==> src/rtl/change_dispenser.sv <==
// change_dispenser
//
// Pays out owed change as nickels and dimes, one coin at a time. Each coin is
// ejected with a one-cycle solenoid pulse. The hopper sensor then confirms the
// drop with CoinAck, and only that confirmation reduces the amount owed.
// Dimes are preferred whenever at least 10c is owed and a dime is in stock.
// A stock shortage or a missing drop confirmation parks the machine in FAULT
// until ClearFault. The amount owed is kept across a fault, so payout resumes.
//
// Handshake: Return* and CoinAck are single-cycle pulses sampled on the rising
// clock edge. There is no back-pressure. Every request pulse is accepted in
// every state, and a CoinAck only counts while a coin is awaiting confirmation.
//
// Ports
//   clk, reset        clock, asynchronous active-high reset
//   ReturnNickel      +1 nickel unit owed (5c)
//   ReturnDime        +2 nickel units owed (10c)
//   ReturnTwoDimes    +4 nickel units owed (20c)
//   CoinAck           drop confirmation for the coin in flight
//   LoadNickel/Dime   add one coin to the inventory per high cycle
//   ClearFault        leave FAULT
//   EjectNickel/Dime  one-cycle eject pulses
//   Busy, Fault       status flags
//   FaultCode         00 none, 01 shortage, 10 jam (no drop confirmation)
//   Owed              change still owed, in nickel units
//   NickelCount       nickel inventory
//   DimeCount         dime inventory
//   state_dbg         current FSM state encoding, for observation only
module change_dispenser #(
   parameter int NICKEL_INIT = 20,
   parameter int DIME_INIT   = 20,
   parameter int ACK_TIMEOUT = 15
) (
   input  logic       clk,
   input  logic       reset,
   input  logic       ReturnNickel,
   input  logic       ReturnDime,
   input  logic       ReturnTwoDimes,
   input  logic       CoinAck,
   input  logic       LoadNickel,
   input  logic       LoadDime,
   input  logic       ClearFault,
   output logic       EjectNickel,
   output logic       EjectDime,
   output logic       Busy,
   output logic       Fault,
   output logic [1:0] FaultCode,
   output logic [4:0] Owed,
   output logic [7:0] NickelCount,
   output logic [7:0] DimeCount,
   output logic [2:0] state_dbg
);

   localparam int TW = ($clog2(ACK_TIMEOUT + 1) < 1) ? 1 : $clog2(ACK_TIMEOUT + 1);
   localparam logic [TW-1:0] TMO_LAST   = TW'(ACK_TIMEOUT);
   localparam logic [7:0]    NICKEL_RST = 8'(NICKEL_INIT);
   localparam logic [7:0]    DIME_RST   = 8'(DIME_INIT);

   typedef enum logic [2:0] {
      ST_IDLE     = 3'd0,
      ST_SELECT   = 3'd1,
      ST_EJECT_N  = 3'd2,
      ST_EJECT_D  = 3'd3,
      ST_WAIT_ACK = 3'd4,
      ST_FAULT    = 3'd5
   } state_t;

   state_t        state_q, state_d;
   logic [4:0]    owed_q, owed_d;
   logic [7:0]    nickel_q, nickel_d;
   logic [7:0]    dime_q, dime_d;
   logic          coin_dime_q, coin_dime_d;   // coin in flight: 1 = dime, 0 = nickel
   logic [TW-1:0] tmo_q, tmo_d;
   logic [1:0]    fcode_q, fcode_d;

   logic          eject_n, eject_d;
   logic [6:0]    paid, owed_sum, owed_diff;
   logic [TW-1:0] tmo_inc;

   always_comb begin
      state_d     = state_q;
      coin_dime_d = coin_dime_q;
      tmo_d       = tmo_q;
      fcode_d     = fcode_q;
      eject_n     = 1'b0;
      eject_d     = 1'b0;
      paid        = 7'd0;
      tmo_inc     = tmo_q + TW'(1);

      // Only a confirmed drop reduces the amount owed.
      if (state_q == ST_WAIT_ACK && CoinAck) begin
         paid = coin_dime_q ? 7'd2 : 7'd1;
      end

      // All simultaneous requests are summed, then the result is clamped to 0..31.
      owed_sum  = {2'b00, owed_q} + {6'd0, ReturnNickel} + {5'd0, ReturnDime, 1'b0}
                + {4'd0, ReturnTwoDimes, 2'b00};
      owed_diff = owed_sum - paid;
      if (owed_sum < paid) begin
         owed_d = 5'd0;
      end else if (owed_diff > 7'd31) begin
         owed_d = 5'd31;
      end else begin
         owed_d = owed_diff[4:0];
      end

      case (state_q)
         ST_IDLE: begin
            if (owed_q != 5'd0) state_d = ST_SELECT;
         end
         ST_SELECT: begin
            if (owed_q >= 5'd2 && dime_q != 8'd0) begin
               state_d = ST_EJECT_D;
            end else if (nickel_q != 8'd0) begin
               state_d = ST_EJECT_N;
            end else begin
               state_d = ST_FAULT;
               fcode_d = 2'b01;
            end
         end
         ST_EJECT_D: begin
            eject_d     = 1'b1;
            coin_dime_d = 1'b1;
            tmo_d       = '0;
            state_d     = ST_WAIT_ACK;
         end
         ST_EJECT_N: begin
            eject_n     = 1'b1;
            coin_dime_d = 1'b0;
            tmo_d       = '0;
            state_d     = ST_WAIT_ACK;
         end
         ST_WAIT_ACK: begin
            if (CoinAck) begin
               tmo_d   = '0;
               state_d = (owed_d != 5'd0) ? ST_SELECT : ST_IDLE;
            end else if (tmo_inc == TMO_LAST) begin
               // The coin never confirmed; treat it as jammed and keep the debt.
               tmo_d   = '0;
               fcode_d = 2'b10;
               state_d = ST_FAULT;
            end else begin
               tmo_d = tmo_inc;
            end
         end
         ST_FAULT: begin
            if (ClearFault) begin
               fcode_d = 2'b00;
               state_d = ST_IDLE;
            end
         end
         default: state_d = ST_IDLE;
      endcase

      // A load and an eject of the same coin in one cycle cancel out.
      nickel_d = nickel_q;
      if (LoadNickel && !eject_n) begin
         nickel_d = (nickel_q == 8'hFF) ? 8'hFF : nickel_q + 8'd1;
      end else if (!LoadNickel && eject_n) begin
         nickel_d = nickel_q - 8'd1;
      end

      dime_d = dime_q;
      if (LoadDime && !eject_d) begin
         dime_d = (dime_q == 8'hFF) ? 8'hFF : dime_q + 8'd1;
      end else if (!LoadDime && eject_d) begin
         dime_d = dime_q - 8'd1;
      end
   end

   always_ff @(posedge clk or posedge reset) begin
      if (reset) begin
         state_q     <= ST_IDLE;
         owed_q      <= 5'd0;
         nickel_q    <= NICKEL_RST;
         dime_q      <= DIME_RST;
         coin_dime_q <= 1'b0;
         tmo_q       <= '0;
         fcode_q     <= 2'b00;
      end else begin
         state_q     <= state_d;
         owed_q      <= owed_d;
         nickel_q    <= nickel_d;
         dime_q      <= dime_d;
         coin_dime_q <= coin_dime_d;
         tmo_q       <= tmo_d;
         fcode_q     <= fcode_d;
      end
   end

   assign EjectNickel = eject_n;
   assign EjectDime   = eject_d;
   assign Busy        = (state_q != ST_IDLE);
   assign Fault       = (state_q == ST_FAULT);
   assign FaultCode   = fcode_q;
   assign Owed        = owed_q;
   assign NickelCount = nickel_q;
   assign DimeCount   = dime_q;
   assign state_dbg   = state_q;

endmodule

==> config.mk <==
export PLATFORM = sky130hd
export DESIGN_NAME = change_dispenser
export DESIGN_NICKNAME = d
export VERILOG_FILES = /design/src/rtl/change_dispenser.sv
export SDC_FILE = /design/constraint.sdc
export NUM_CORES = 1
export LEC_CHECK = 0
export BUFFER_PORTS_ARGS = -buffer_cell sky130_fd_sc_hd__buf_2
export CAP_MARGIN = 25
export CORE_ASPECT_RATIO = 1.2
export CORE_MARGIN = 2
export CORE_UTILIZATION = 56
export CTS_CLUSTER_DIAMETER = 200
export DETAILED_ROUTE_END_ITERATION = 7
export PLACE_DENSITY = 0.8
export SYNTH_ARGS = -nofsm -noshare
export SYNTH_HDL_FRONTEND = slang
export SYNTH_SLANG_ARGS = --single-unit
==> constraint.sdc <==
create_clock -name clk -period 3.5 [get_ports clk]
set_input_delay 0.7 -clock clk [delete_from_list [all_inputs] [get_ports clk]]
set_output_delay 0.7 -clock clk [all_outputs]
set_load 0.005 [all_outputs]
==> results of run 1 <==
==> per-stage QoR <==
step | std cells | TNS [ps] | worst slack (ps)
6_report | 375 | 0 | 222
5_1_grt | 375 | 0 | 130
4_1_cts | 375 | 0 | 227
3_5_place_dp | 367 | -60.1 | -60.1
3_3_place_gp | 367 | -16.1 | -16.1
2_1_floorplan | 275 | 0 | 51.5
==> final timing paths <==
| kind | slack, ps | end | startpoint |
|---|---|---|---|
| hold / removal | 480 | DimeCount[0] | reset |
| hold reg to reg | 510 | FaultCode[0] | FaultCode[0] |
| max in group asynchronous | 2690 | NickelCount[4] | reset |
| setup / recovery | 220 | state_dbg[0] | ReturnNickel |
| min in group clk | 510 | FaultCode[0] | FaultCode[0] |
| setup reg to reg | 330 | state_dbg[0] | Owed[0] |
==> cells in the final DEF (no fill, tap or decap), types with 2 or more instances in the layout <==
cell,count
a211oi_1,2
a21oi_1,15
a31oi_1,10
and2_1,3
and3_1,9
buf_2,38
buf_4,10
clkbuf_8,6
dfrtp_1,27
dfstp_2,4
fa_1,2
ha_1,14
inv_1,21
inv_2,2
mux2_1,2
mux2i_1,3
nand2_1,17
nand2b_1,3
nand3_1,13
nand3b_1,4
nand4_1,8
nor2_1,30
nor2b_1,2
nor3_1,8
nor3b_1,2
nor4_1,3
nor4b_1,2
o21a_1,6
o21ai_0,10
o21ai_1,11
o2bb2ai_1,2
o41a_1,2
or3_1,3
xnor2_1,2
==> power by group through the flow <==
stage / logic (W) / clock network (W) / registers (W)
final: 0.00134 / 0.000295 / 0.000800
after detailed placement: 0.00132 / 0 / 0.000797
after global routing: 0.00149 / 0.000312 / 0.000827
after CTS: 0.00133 / 0.000300 / 0.000792
after floorplan: 0.000898 / 0 / 0.000749
after global placement: 0.00129 / 0 / 0.000790
==> logic make-up after synthesis <==
family | count (synthesis) | share of synthesized area [%]
simple gates | 113 | 25.8
mux | 5 | 2.30
flops | 31 | 34.2
compound gates | 74 | 21.1
buf+inv | 33 | 5.60
fa+ha+maj | 16 | 9.44
xor+xnor | 3 | 1.48
==> final cells by class <==
class	count	area, um^2	share of cell area [%]
Clock inverter	1	5.00	0.188
Timing Repair Buffer	48	265	9.96
Multi-Input combinational cell	211	1370	51.5
Tap cell	54	67.6	2.54
Inverter	23	86.3	3.24
Clock buffer	7	86.3	3.24
Sequential cell	31	781	29.3
==> layer usage <==
| layer | up-vias | GRT usage [%] | share of wire (%) |
|---|---|---|---|
| met5 | - | 0 | 0 |
| met3 | 7 | 4.44 | 6.5 |
| met4 | 0 | 9.88 | 1.4 |
| li1 | 1093 | - | - |
| met2 | 91 | 45.0 | 52 |
| met1 | 1078 | 29.6 | 40 |
==> worst reg2reg max path: stages, from the launching register on <==
cell     delay, ps
dfrtp_1        400
ha_1           220
fa_1           470
ha_1           300
nor2b_1        140
or3_1          420
mux2i_1        150
a22o_1         200
a311o_1        340
o41a_1         420
==> registers in the layout, indices dropped and copies added, names as in the netlist <==
name and flops:
DimeCount 8, NickelCount 8, Owed 5, tmo_q 4, state_dbg 3, FaultCode 2, coin_dime_q 1
==> synthesized netlist by cell type, types with 3 or more instances <==
library cell,instances
and3_1,9
nand2_1,17
nand3b_1,4
clkbuf_1,9
nand4_1,8
dfstp_2,4
a21oi_1,15
nand2b_1,3
dfrtp_1,27
nor2_1,30
nor4_1,3
a31oi_1,10
nand3_1,13
nor3_1,8
and2_1,3
o21ai_1,11
o21a_1,6
ha_1,14
mux2i_1,3
inv_1,21
o21ai_0,10
or3_1,3
==> impl_metrics.ini, run 1 <==
[clock_network]
cts_tree = done
clk_latency_ps = 290
clock_path_buffers = 2
clk_pin_slew_ps = 70
cts_max_level = 2
hold_buffers = 0
cts_setup_buffers = 0
root_buffer = clkbuf_8
cts_sinks = 31
cts_made_buffers = 5
ctsResizeCount = 0

[hold_path]
holdCritPathClass = in -> async

[synthesis]
synth_fp_nets = 300
synth-seq-cells = 31
yosys-top-cells-area = dfrtp_1, ha_1, nor2_1
yosysWarnings = 0
synth_edf_count = 0
netlist_instances = 275
async_flop_share_pct = 100
synth_top_cell_by_area = dfrtp_1
seq_area_frac_synth_pct = 34.2
syn_area_mm2 = 0.00228
ys_types = 56
synth_top_area_share_pct = 29.6
synth.avg_cell_area_um2 = 8.29
synthFlopType = dfrtp_1

[critical_path]
cp_max_fo = 4
crit_top_cell = ha_1
crit_required_ps = 3660
slowest_stage = fa_1
crit_path_end_kind = flop
path_depth = 10
path_buf_inv = 1
arrival_ps = 3440
crit_type = in -> reg
cp_cell_sequence = buf_2 > ha_1 > fa_1 > ha_1 > nor2b_1 > or3_1 > mux2i_1 > a22o_1 > a311o_1 > o41a_1
startpoint_type = input port
slowest_delay_ps = 470
rr_worst_depth = 9
cpLargestDelayFamily = adder cells

[die]
die_w_um = 62.3
die_y_um = 73.9
start_util_pct = 57.9
rows = 25
dieArea_mm2 = 0.00460
ios = 39
fp.coreArea_mm2 = 0.00394

[detailed_routing]
vias = 2269
vias_per_cell = 6.05
wl_mm = 5.51
drc_errors = 0
post_drt_wl_per_cell_um = 14.7
final_antenna_net_count = 0
drt_iter0_markers = 194
dr.pass1.iters = 5

[global_routing]
grt_pass1_wl_mm = 9.05
grt_max_degree = 32
grt_overflow = 0
grt_pass1_vias = 2062
grt_usage_pct = 24.8
antenna_found_initial = 0

[sta]
hold_slack_ps = 475
max_freq_mhz = 305
setup_viol = 0
worst_slew_pin_slew_ps = 440
finalCritPeriodShare_pct = 93.6
min_period_ps = 3280
report.final.slew_viol_count = 0
clock_skew_ps = 5.76
relSlewSlack_pct = 70.4
rsz0062_at_grt = false
final-hold-violation-count = 0

[power]
pwr-share-seq_pct = 32.9
pwr-share-clk_pct = 12.1
p_int_w = 0.00133
switching_share_pct = 45.3
power.total_w = 0.00243
total_leakage_power_nw = 1.23
switchingPower_w = 0.00110
vdd_ir_drop_max_uv = 451
p_comb_share_pct = 54.9
power.density_mw_per_mm2 = 912

[place]
place.gp.congestion = 0.908
port_buffers = 38
post-dp-hpwl_mm = 4.02
placement.cell_area_mm2 = 0.00257

[outcome]
status = finished clean

[cells_and_area]
layout.filler_cells = 346
final_core_util_pct = 67.6
area_growth_pct = 16.8
fin_area_mm2 = 0.00266
nets = 345
diodes = 0
final_layout_size_suffix_gt1_share_pct = 19.6

[job]
drv_cap = 0
Power figures use the tool's default switching activity.
==> run 2: changes to the inputs <==
--- a/config.mk
+++ b/config.mk
@@ -5,7 +5,7 @@
 export SDC_FILE = /design/constraint.sdc
 export NUM_CORES = 1
 export LEC_CHECK = 0
-export BUFFER_PORTS_ARGS = -buffer_cell sky130_fd_sc_hd__buf_2
+export BUFFER_PORTS_ARGS = -buffer_cell sky130_fd_sc_hd__buf_4
 export CAP_MARGIN = 25
 export CORE_ASPECT_RATIO = 1.2
 export CORE_MARGIN = 2
==> run 2 against run 1 <==
Compared with the run above: sequential share of layout area decreased by 1.3 points; fmax decreased by 0.12%; sequential power increased by 1%; core utilization increased by 3.1 points; critical path type unchanged.
==> impl_metrics.ini, run 2 (same netlist as run 1, synthesis figures left out) <==
[clock_network]
cts_sinks = 31
ctsResizeCount = 0
cts_max_level = 2
cts_made_buffers = 5
clk_latency_ps = 280
hold_buffers = 0
cts_setup_buffers = 0
clock_path_buffers = 2
clk_pin_slew_ps = 70
cts_tree = done
root_buffer = clkbuf_8

[detailed_routing]
vias = 2227
wl_mm = 5.43
final_antenna_net_count = 0
drc_errors = 0
post_drt_wl_per_cell_um = 14.5
drt_iter0_markers = 162
dr.pass1.iters = 4
vias_per_cell = 5.94

[job]
drv_cap = 0

[sta]
clock_skew_ps = 6.05
relSlewSlack_pct = 67.8
rsz0062_at_grt = false
finalCritPeriodShare_pct = 93.8
final-hold-violation-count = 0
worst_slew_pin_slew_ps = 482
report.final.slew_viol_count = 0
hold_slack_ps = 432
max_freq_mhz = 305
min_period_ps = 3280
setup_viol = 0

[global_routing]
antenna_found_initial = 0
grt_usage_pct = 25.4
grt_pass1_wl_mm = 9.27
grt_max_degree = 21
grt_pass1_vias = 2088
grt_overflow = 0

[critical_path]
arrival_ps = 3440
r2r_slack_ps = 330
cp_cell_sequence = buf_4 > ha_1 > fa_1 > ha_1 > nor2b_1 > or3_1 > mux2i_1 > a22o_1 > a311o_1 > o41a_1
startpoint_type = input port
slowest_stage = fa_1
cp_max_fo = 4
r2r-start = Owed[0]
crit_path_end_kind = flop
crit_top_cell = ha_1
crit_type = in -> reg
crit_required_ps = 3660
cpLargestDelayFamily = adder cells
path_buf_inv = 1
slowest_delay_ps = 480
crit_start = ReturnNickel

[cells_and_area]
multi_input_area_mm2 = 0.00137
final_layout_size_suffix_gt1_share_pct = 19.9
mostFrequentLayoutCells = buf_4, nor2_1, dfrtp_1
fin_area_mm2 = 0.00279
layout.filler_cells = 327
nets = 345
diodes = 0
final_common_cell = buf_4
area_growth_pct = 22.1
seq_area_um2 = 781

[die]
rows = 25
dieArea_mm2 = 0.00460
ios = 39
start_util_pct = 57.9
die_y_um = 73.9
die_w_um = 62.3
fp.coreArea_mm2 = 0.00394

[place]
post-dp-hpwl_mm = 4.12
placement.cell_area_mm2 = 0.00267
place.gp.congestion = 0.906
port_buffers = 38

[power]
total_leakage_power_nw = 1.27
vdd_ir_drop_max_uv = 507
power.density_mw_per_mm2 = 930
power.total_w = 0.00259

[outcome]
status = finished clean

[hold_path]
holdCritPathClass = in -> async
run 2: cell type report:
type / count / area share, %
flip-flops and latches: 31 / 28.0
well taps: 54 / 2.43
inverters: 23 / 3.10
clock buffers: 6 / 2.96
multi-input cells: 211 / 49.3
repair buffers: 48 / 12.9
clock inverters: 2 / 1.26
run 2: per-stage QoR:
stage	cells	worst slack [ps]	setup TNS (ps)	utilization, %
after detailed placement	367	-64.4	-64.4	67.7
after CTS	375	216	0	70.7
after global routing	375	124	0	70.7
after floorplan	275	51.5	0	-
after global placement	367	-25.3	-25.3	67.7
final	375	218	0	70.7
run 2: worst paths after layout:
check                                       to  cells after the start
worst min-delay path              DimeCount[5]                      2
worst min register to register    FaultCode[0]                      1
worst max register to register    state_dbg[0]                      9
worst max-delay path              state_dbg[0]                     10
max in group asynchronous       NickelCount[4]                      3
min in group clk                  FaultCode[0]                      1
run 2: metal layers:
layer  part of all wire, %  global-route usage (%)  up-vias  wire [um]
li1                      -                       -     1094          -
met1                    42                    30.3     1057       2310
met2                    51                    45.5       69       2760
met3                   5.2                    5.05        7        283
met4                   1.5                    10.4        0         84
met5                     0                       0        -          0
run 2: worst reg2reg max path, delay by kind of cell (launching register included):
family | cells | cell delay [ps]
adder cells (fa/ha/maj) | 3 | 1010
AO/OA/AOI/OAI | 3 | 920
AND/OR/NAND/NOR | 2 | 560
flip-flops | 1 | 410
multiplexers | 1 | 150
run 2: where the power goes:
group / switching (W) / internal, W
combinational: 0.000704 / 0.000712
clock: 0.000136 / 0.000230
sequential: 0.000263 / 0.000547
total: 0.00110 / 0.00149
==> run 3: changes to the inputs <==
--- a/config.mk
+++ b/config.mk
@@ -9,10 +9,10 @@
 export CAP_MARGIN = 25
 export CORE_ASPECT_RATIO = 1.2
 export CORE_MARGIN = 2
-export CORE_UTILIZATION = 56
+export CORE_UTILIZATION = 51
 export CTS_CLUSTER_DIAMETER = 200
 export DETAILED_ROUTE_END_ITERATION = 7
-export PLACE_DENSITY = 0.8
+export PLACE_DENSITY = 0.76
 export SYNTH_ARGS = -nofsm -noshare
 export SYNTH_HDL_FRONTEND = slang
 export SYNTH_SLANG_ARGS = --single-unit
==> constraint.sdc (replaced) <==
create_clock -name clk -period 2.92 [get_ports clk]
set_input_delay 0.584 -clock clk [delete_from_list [all_inputs] [get_ports clk]]
set_output_delay 0.584 -clock clk [all_outputs]
set_load 0.005 [all_outputs]
==> run 3 against run 2 <==
Compared with the run above: the flow now finishes with violations (setup timing); clock skew fell by 0.71 ps; global-route usage down 1.9 points; non-clock buffer count increased by 12; wire length down 0.50%; first-iteration DRC count down 41%; flip-flop and latch count unchanged; combinational power increased by 32%; critical path type is now reg -> reg; largest power group unchanged.
==> impl_metrics.ini, run 3 (same netlist as run 1, synthesis figures left out) <==
[outcome]
status = finished, violations left
violations = setup timing

[die]
dieArea_mm2 = 0.00503
rows = 26
die_y_um = 77.3
start_util_pct = 53.1
ios = 39
die_w_um = 65.1
fp.coreArea_mm2 = 0.00429

[place]
post-dp-hpwl_mm = 4.15
port_buffers = 38
place.gp.congestion = 0.916
placement.cell_area_mm2 = 0.00279
place_ws_ps = -474
dpl.cell_count = 381

[global_routing]
grt_usage_pct = 23.5
grt_pass1_vias = 2111
grt_overflow = 0
gr-usage-met1_pct = 28.4
antenna_found_initial = 0
grt_pass1_wl_mm = 9.33
use_met3_pct = 4.11
met2_usage_pct = 41.6
top_usage_layer = met2
grt_max_degree = 32

[sta]
final-hold-violation-count = 0
rsz0062_at_grt = true
report.final.slew_viol_count = 0
setup_viol = 1
max_freq_mhz = 335
clock_skew_ps = 5.34
worst_slew_pin_slew_ps = 533
fin_tns_setup_ps = -61.5
finalCritPeriodShare_pct = 102
min_period_ps = 2980
setup_slack_ps = -61.5
relSlewSlack_pct = 64.1

[detailed_routing]
vias = 2280
vias_per_cell = 5.86
final_antenna_net_count = 0
wl_mm = 5.40
post_drt_wl_per_cell_um = 13.9
drc_errors = 0
drt_iter0_markers = 95
dr.pass1.iters = 4

[hold_path]
holdCritPathClass = in -> async

[clock_network]
clk_latency_ps = 280
cts_max_level = 2
cts_sinks = 31
cts_tree = done
cts_made_buffers = 5
clk_pin_slew_ps = 70
root_buffer = clkbuf_8
clock_path_buffers = 2

[cells_and_area]
final_common_cell = buf_4
fin_cells = 389
diodes = 0
fin_area_mm2 = 0.00291
area_growth_pct = 27.5
final_layout_size_suffix_gt1_share_pct = 24.0
nets = 357
mostFrequentLayoutCells = buf_4, nor2_1, dfrtp_1

[critical_path]
cp_max_fo = 6
crit_type = reg -> reg
arrival_ps = 3150
crit_start = Owed[0]
startpoint_type = flop
crit_path_end_kind = flop
r2r-start = Owed[0]
crit_required_ps = 3090

[power]
vdd_ir_drop_max_uv = 590
total_leakage_power_nw = 1.34
power.density_mw_per_mm2 = 1120

[job]
drv_cap = 0
run 3: changes by cell type in the layout (fill, tap and decap cells not counted):
cell / before / now
buf_4: 48 / 60
ha_1: 14 / 13
ha_4: 0 / 1
nor2b_1: 2 / 1
nor2b_4: 0 / 1
o2bb2ai_1: 2 / 1
o2bb2ai_2: 0 / 1
or3_1: 3 / 2
or3_4: 0 / 1
run 3: cell type report:
cell class | count | area (um^2)
Timing Repair Buffer | 60 | 450
Sequential cell | 31 | 781
Inverter | 23 | 86.3
Multi-Input combinational cell | 211 | 1400
Clock inverter | 2 | 35.0
Fill cell | 363 | 1390
Tap cell | 56 | 70.1
Clock buffer | 6 | 82.6
run 3: power breakdown:
part           internal (W)  leakage, nW  switching (W)  total [W]
Combinational      0.000980        0.907       0.000891    0.00187
Clock              0.000276       0.0612       0.000163   0.000439
Sequential         0.000655        0.372       0.000296   0.000952
Total               0.00191         1.34        0.00135    0.00326
run 3: timing repair:
| item | 4_1_cts | 5_1_grt |
|---|---|---|
| setup buffers | 0 | 0 |
| setup endpoints to repair | 1 | 1 |
| gates resized for setup | 1 | 0 |
| endpoints found under the hold margin | 0 | 0 |
| hold buffers | 0 | 0 |
| pin swaps | 2 | 0 |
run 3: final timing paths:
| check | to | slack (ps) | cells past startpoint |
|---|---|---|---|
| max in group asynchronous | NickelCount[4] | 2230 | 3 |
| worst max-delay path | state_dbg[0] | -60 | 9 |
| min in group clk | FaultCode[0] | 500 | 1 |
| worst min-delay path | DimeCount[5] | 380 | 3 |
| worst min register to register | FaultCode[0] | 500 | 1 |
| worst max register to register | state_dbg[0] | -60 | 9 |
run 3: worst max-delay path, cell delays in order, from the launching register on:
cell and delay, ps:
dfrtp_1 410, ha_4 170, fa_1 470, ha_1 300, nor2b_4 130, or3_4 410
mux2i_1 130, a22o_1 190, a311o_1 280, o41a_1 370
run 3: through the flow:
stage	total power [W]	util [%]	hold WS, ps
after floorplan	0.00201	-	489
after global placement	0.00277	64.9	482
after detailed placement	0.00281	64.9	493
after CTS	0.00327	67.7	391
after global routing	0.00355	67.7	428
final	0.00326	67.7	376
run 3: metal layers:
metal	vias up	wire length, um
li1	1121	-
met1	1089	2230
met2	65	2860
met3	5	263
met4	0	58
met5	-	0
